## src/rtl/dec_pkg.sv

```systemverilog
// Shared types and helpers for the scanning one-hot decoder family.
package dec_pkg;

    typedef enum logic [1:0] {
        ST_IDLE   = 2'b00,
        ST_MANUAL = 2'b01,
        ST_SCAN   = 2'b10
    } dec_state_e;

    // Widest select the onehot helper supports; callers truncate to 2**N.
    localparam int MAX_N   = 8;
    localparam int MAX_OUT = 1 << MAX_N;

    function automatic logic [MAX_OUT-1:0] onehot(input logic [MAX_N-1:0] idx);
        logic [MAX_OUT-1:0] v;
        v      = '0;
        v[idx] = 1'b1;
        return v;
    endfunction

endpackage

```

## src/rtl/dec_dwell_ctr.sv

```systemverilog
// Dwell counter: counts cycles spent on a scan channel and flags when the
// programmed dwell has elapsed (tick), wrapping itself back to zero.
module dec_dwell_ctr #(
    parameter int DWELL_W = 8
) (
    input  logic               clk,
    input  logic               rst_n,
    input  logic               clr,
    input  logic               inc,
    input  logic [DWELL_W-1:0] dwell,
    output logic               tick
);

    logic [DWELL_W-1:0] cnt;

    // >= rather than == so that shrinking dwell below cnt advances at once.
    assign tick = (cnt >= dwell);

    always_ff @(posedge clk or negedge rst_n) begin
        if (!rst_n) begin
            cnt <= '0;
        end else if (clr) begin
            cnt <= '0;
        end else if (inc) begin
            cnt <= tick ? '0 : cnt + DWELL_W'(1);
        end
    end

endmodule

```

## src/rtl/dec_scan_nto2n.sv

```systemverilog
// Registered N-to-2**N one-hot decoder with manual select and timed auto-scan.
// Define DEC_SKIP_MASK_EN to add a per-channel skip mask to the scan sequence.
module dec_scan_nto2n
    import dec_pkg::*;
#(
    parameter int N       = 2,
    parameter int DWELL_W = 8
) (
    input  logic               clk,
    input  logic               rst_n,
    input  logic               en,
    input  logic               mode,
    input  logic [N-1:0]       sel,
    input  logic               load,
    input  logic [DWELL_W-1:0] dwell,
`ifdef DEC_SKIP_MASK_EN
    input  logic [2**N-1:0]    mask,
`endif
    output logic [2**N-1:0]    y,
    output logic [N-1:0]       cur,
    output logic               wrap
);

    localparam int OUT_W = 1 << N;

    dec_state_e       state;
    logic [N-1:0]     cur_d;
    logic [OUT_W-1:0] y_d;
    logic             wrap_d;
    logic             cnt_clr;
    logic             cnt_inc;
    logic             tick;
    logic [N-1:0]     adv_idx;
    logic             adv_wrap;
    logic             adv_ok;

    function automatic logic [OUT_W-1:0] decode(input logic [N-1:0] idx);
        return OUT_W'(onehot(MAX_N'(idx)));
    endfunction

    dec_dwell_ctr #(
        .DWELL_W (DWELL_W)
    ) u_dwell (
        .clk   (clk),
        .rst_n (rst_n),
        .clr   (cnt_clr),
        .inc   (cnt_inc),
        .dwell (dwell),
        .tick  (tick)
    );

`ifdef DEC_SKIP_MASK_EN
    // Circular search for the next unmasked channel above cur; landing at or
    // below cur means the search passed through index 0.
    always_comb begin
        logic [N-1:0] cand;
        cand     = '0;
        adv_idx  = cur;
        adv_wrap = 1'b0;
        adv_ok   = 1'b0;
        for (int k = 1; k <= OUT_W; k++) begin
            cand = cur + N'(k);
            if (!adv_ok && !mask[cand]) begin
                adv_ok   = 1'b1;
                adv_idx  = cand;
                adv_wrap = (cand <= cur);
            end
        end
    end
`else
    always_comb begin
        adv_idx  = cur + N'(1);
        adv_wrap = &cur;
        adv_ok   = 1'b1;
    end
`endif

    always_comb begin
        state = ST_IDLE;
        if (en) begin
            state = mode ? ST_SCAN : ST_MANUAL;
        end
    end

    always_comb begin
        cur_d   = cur;
        y_d     = '0;
        wrap_d  = 1'b0;
        cnt_clr = 1'b0;
        cnt_inc = 1'b0;
        case (state)
            ST_MANUAL: begin
                cur_d   = sel;
                y_d     = decode(sel);
                cnt_clr = 1'b1;
            end
            ST_SCAN: begin
                if (load) begin
                    cur_d   = sel;
                    y_d     = decode(sel);
                    cnt_clr = 1'b1;
                end else begin
                    cnt_inc = 1'b1;
                    if (tick && adv_ok) begin
                        cur_d  = adv_idx;
                        wrap_d = adv_wrap;
                    end
                    // adv_ok low means every channel is masked: blank output.
                    y_d = adv_ok ? decode(cur_d) : '0;
                end
            end
            default: begin
            end
        endcase
    end

    always_ff @(posedge clk or negedge rst_n) begin
        if (!rst_n) begin
            y    <= '0;
            cur  <= '0;
            wrap <= 1'b0;
        end else begin
            y    <= y_d;
            cur  <= cur_d;
            wrap <= wrap_d;
        end
    end

endmodule
```

## config.mk

```make
export PLATFORM = sky130hd
export DESIGN_NAME = dec_scan_nto2n
export DESIGN_NICKNAME = d
export VERILOG_FILES = /design/src/rtl/dec_pkg.sv /design/src/rtl/dec_dwell_ctr.sv /design/src/rtl/dec_scan_nto2n.sv
export SDC_FILE = /design/constraint.sdc
export NUM_CORES = 1
export LEC_CHECK = 0
export CAP_MARGIN = 15
export CORE_MARGIN = 4
export CORE_UTILIZATION = 43
export DETAILED_ROUTE_END_ITERATION = 10
export PLACE_DENSITY = 0.65
export SYNTH_ARGS = -nofsm -noshare
export SYNTH_HDL_FRONTEND = slang
export SYNTH_SLANG_ARGS = --single-unit
```

## constraint.sdc

```tcl
create_clock -name clk -period 2.4 [get_ports clk]
set_input_delay 0.6 -clock clk [delete_from_list [all_inputs] [get_ports clk]]
set_output_delay 0.6 -clock clk [all_outputs]
set_load 0.02 [all_outputs]
```

==> key figures <==
Final layout
  • Non-filler cells in the finished layout: roughly 200
  • P&R area growth vs syn: 28.76%
  • Fill count: 256
  • Post-route standard cell area excluding fillers: ~0.0015 mm2
  • Fraction of final layout cells sized beyond drive strength 1: 0.1515
  • Number of nets in the layout: approximately 190
  • Antenna diode count: 0

Critical path
  • Data arrival time of the worst path: between 2000 and 3000 ps
  • Critical path startpoint category: primary input
  • Worst reg2reg setup slack: roughly 460 ps
  • Worst path slowest cell: sky130_fd_sc_hd__or4_1
  • Worst r2r src: u_dwell.cnt[2]
  • Reg2reg path depth: 6
  • Critical path class: in -> reg
  • Chain of cells forming the critical path: clkdlybuf4s50_1 > inv_1 > ha_1 > and3_1 > o21ai_2 > a31oi_4 > or4_1 > a31oi_1
  • Required time of the critical path: about 2600 ps
  • Crit path max fanout: 4
  • Highest cell delay on the worst timing path: roughly 470 ps
  • Endpoint of the lowest-slack register-to-register path: y[0]
  • Worst Setup End Kind: flip-flop

Die
  • Io pins: 22
  • Effective utilization at floorplan: 0.4588
  • Row count: 18
  • Core box area: between 0.002 and 0.003 mm2
  • Chip width: about 60 um
  • Vertical die dimension: ~60 um
  • Floorplan die area: roughly 0.0036 mm2

Timing
  • F_max: 0.4341 GHz
  • Measured slew at the worst slew-check pin: ~700 ps
  • Setup-violating endpoint count in the final report: 0
  • Fin Clk Skew: slightly above 5 ps
  • Count of final max-slew check failures: 0
  • RSZ-0062 raised after global routing: no
  • Final Cycle Share: 0.9599
  • Max-Slew Margin vs Limit: 0.5316
  • Final Critical Period: about 2300 ps
  • Fin. Hold Viols: 0

CTS
  • Clk slew on worst S/H paths: about 90 ps
  • Maximum buffer depth of the clock tree: 2
  • Clock tree from TritonCTS: done
  • Clock Sink Count: 15
  • Number of buffers inserted to repair setup after CTS: 0
  • Worst-skew pair later-pin latency: roughly 290 ps
  • CTS H-tree lvls: 1
  • Buffer type at the clock tree root: sky130_fd_sc_hd__clkbuf_4
  • Cts bufs inserted: 3

Power
  • Areal power density over the cells: 391.0 mW/mm2
  • Static Leakage: 0.0006814 uW
  • Worst ir drop on vdd: roughly 0.30 mV

Route
  • Count of TritonRoute iterations in the first routing pass: 4
  • Number of DRC markers in iteration 0: 22
  • Total via count after detailed routing: about 1,100
  • Final routed wire length divided by cell count: between 10 and 15 um
  • Vias per Instance: 5.564
  • Total wirelength of the detailed-routed design: roughly 2600 um
  • Antenna viol nets, final: 0
  • DRC violations left: 0

Logic synthesis
  • Post-synthesis adder-cell area fraction: 0.1081
  • Unique cell type count in the Yosys netlist: 45
  • Cell types occupying the most area after synthesis: sky130_fd_sc_hd__dfrtp_1, sky130_fd_sc_hd__ha_1, sky130_fd_sc_hd__inv_1
  • Most used flip-flop cell after synthesis: sky130_fd_sc_hd__dfrtp_1
  • Cell Area, Synth: roughly 0.0012 mm2
  • Largest family of logic cells by synthesized area: simple AND/OR/NAND/NOR gates
  • Async S/R FF share, synth: 1.000
  • Xor and xnor fraction of the mapped netlist area: 0.007568
  • Share of synthesized area occupied by flip-flops and latches: 0.3243
  • Number of synthesized flops with an enable pin: 0
  • Library cell with the largest summed area after synthesis: sky130_fd_sc_hd__dfrtp_1
  • Number of warning messages in the yosys log: 0
  • Fraction of synthesized area in multiplexers: 0.008649
  • Simple-Gate Fraction of Synth Area: 0.2422
  • Post-synthesis area per instance: 8.702 um2
  • Complex-gate fraction of the synthesized area: 0.2173
  • Fraction of post-synthesis cell area in the top cell type by area: 0.3243
  • Post-synthesis sequential element count: 15
  • Synth Instances: around 130
  • Net count after synthesis: approximately 160

Placed design
  • Count of placed standard cells including taps: about 190
  • Placed instance area: ~0.0015 mm2
  • # port buffers: 21
  • RePlAce Congestion: a little under 0.9
  • Post-DP HPWL: approximately 2100 um

Run
  • Max-cap check violation count: 0

GRT
  • Total congestion overflow after global routing: 0
  • Initial antenna violation count: 0
  • Maximum number of pins on one net before global-route repair: 16
  • Total routing resource utilization after global routing: 0.1726
  • Wire length of the first global-routing pass: around 4800 um
  • Vias in the first global route: ~1,100

Min path
  • Worst hold path cell count: 1
  • End point of the most critical hold path: u_dwell.cnt[2]
  • Worst hold start: u_dwell.cnt[2]
  • Worst hold-check path type: reg -> reg

Run status
  • Result of the run: complete, no violations
power by group:
part / internal, uW / switching, uW
Sequential: 264 / 7.72
Clock: 64.6 / 82.9
Combinational: 81.7 / 81.4
routing by layer:
metal  vias up  part of all wire  global-route usage
met4         0            0.0042             0.02848
met3         2             0.047             0.03888
met2        22              0.48              0.2824
met1       513              0.47              0.2354
met5         -                 0                   0
li1        548                 -                   -
stage by stage:
| stage | util | power, uW | hold WS, ps | setup TNS (ps) | setup WS [ps] |
|---|---|---|---|---|---|
| after floorplan | - | 368.9 | 304.4 | 0 | 287.6 |
| after global placement | 0.5789 | 437.1 | 535.8 | -1175 | -166.8 |
| after detailed placement | 0.5789 | 441.1 | 550.7 | -1710 | -216.1 |
| after CTS | 0.5893 | 591.3 | 572.4 | 0 | 90.44 |
| after global routing | 0.5908 | 619.2 | 600.3 | 0 | 12.45 |
| final | 0.5908 | 582.7 | 578.6 | 0 | 96.35 |
area by class of cell:
class                      count  area, um2  share of cell area
inverter                      15      56.30             0.03778
multi-input combinational     96      679.4              0.4559
timing repair buffer          35      315.3              0.2116
tap                           30      37.54             0.02519
clock buffer                   4      26.28             0.01763
sequential                    15      375.4              0.2519
worst max-delay path: cells and delay by family:
| kind | cells | cell delay [ps] |
|---|---|---|
| and+or+nand+nor | 2 | 660 |
| buffers and inverters | 2 | 490 |
| AOI/OAI and AO/OA | 3 | 470 |
| adders and majority gates | 1 | 290 |
worst max path at each step:
stage | startpoint | endpoint | cells past startpoint
finish | dwell[2] | y[0] | 8
global route | dwell[2] | u_dwell.cnt[2] | 9
global placement | dwell[2] | u_dwell.cnt[3] | 9
CTS | dwell[2] | y[0] | 8
detailed placement | dwell[2] | y[0] | 8
floorplan | dwell[2] | y[0] | 7
synth_stat cells, types with 4 or more instances:
master and instances:
sky130_fd_sc_hd__dfrtp_1 15, sky130_fd_sc_hd__inv_1 15, sky130_fd_sc_hd__ha_1 10, sky130_fd_sc_hd__nand2_1 9
sky130_fd_sc_hd__nor2_1 8, sky130_fd_sc_hd__nand3_1 7, sky130_fd_sc_hd__and3_1 5, sky130_fd_sc_hd__o21ai_0 5
sky130_fd_sc_hd__a31oi_1 4, sky130_fd_sc_hd__nand4_1 4
state kept, by name, summed over array words and instances, names as in the netlist:
signal       flops
y                4
wrap             1
u_dwell.cnt      8
cur              2
logic make-up after synthesis:
logic type,after synthesis
XOR/XNOR,1
AO/OA/AOI/OAI,33
multiplexers,1
AND/OR/NAND/NOR,51
adder cells (fa/ha/maj),10
flip-flops,15
buffers and inverters,22
placed cells by master (no fill, tap or decap), types with 2 or more instances in the layout:
cell / count
sky130_fd_sc_hd__nand3_1: 7
sky130_fd_sc_hd__inv_1: 15
sky130_fd_sc_hd__and2b_2: 2
sky130_fd_sc_hd__nor2_1: 8
sky130_fd_sc_hd__nand2b_1: 3
sky130_fd_sc_hd__o22ai_1: 3
sky130_fd_sc_hd__nor3_1: 3
sky130_fd_sc_hd__a31oi_1: 4
sky130_fd_sc_hd__o21ai_0: 5
sky130_fd_sc_hd__o2111ai_1: 2
sky130_fd_sc_hd__nand2_1: 9
sky130_fd_sc_hd__clkdlybuf4s50_1: 21
sky130_fd_sc_hd__buf_4: 14
sky130_fd_sc_hd__clkbuf_4: 3
sky130_fd_sc_hd__a21oi_1: 3
sky130_fd_sc_hd__and3_1: 5
sky130_fd_sc_hd__nor2b_1: 3
sky130_fd_sc_hd__ha_1: 10
sky130_fd_sc_hd__o41ai_1: 2
sky130_fd_sc_hd__nand4_1: 4
sky130_fd_sc_hd__dfrtp_1: 15
sky130_fd_sc_hd__o21ai_2: 2
repair_timing:
item / CTS / global route
endpoints found under the hold margin: 0 / 0
hold buffers: 0 / 0
resized for setup: 0 / 1
setup endpoints to repair: 0 / 2
No activity file was read; power rests on OpenSTA's default activity.
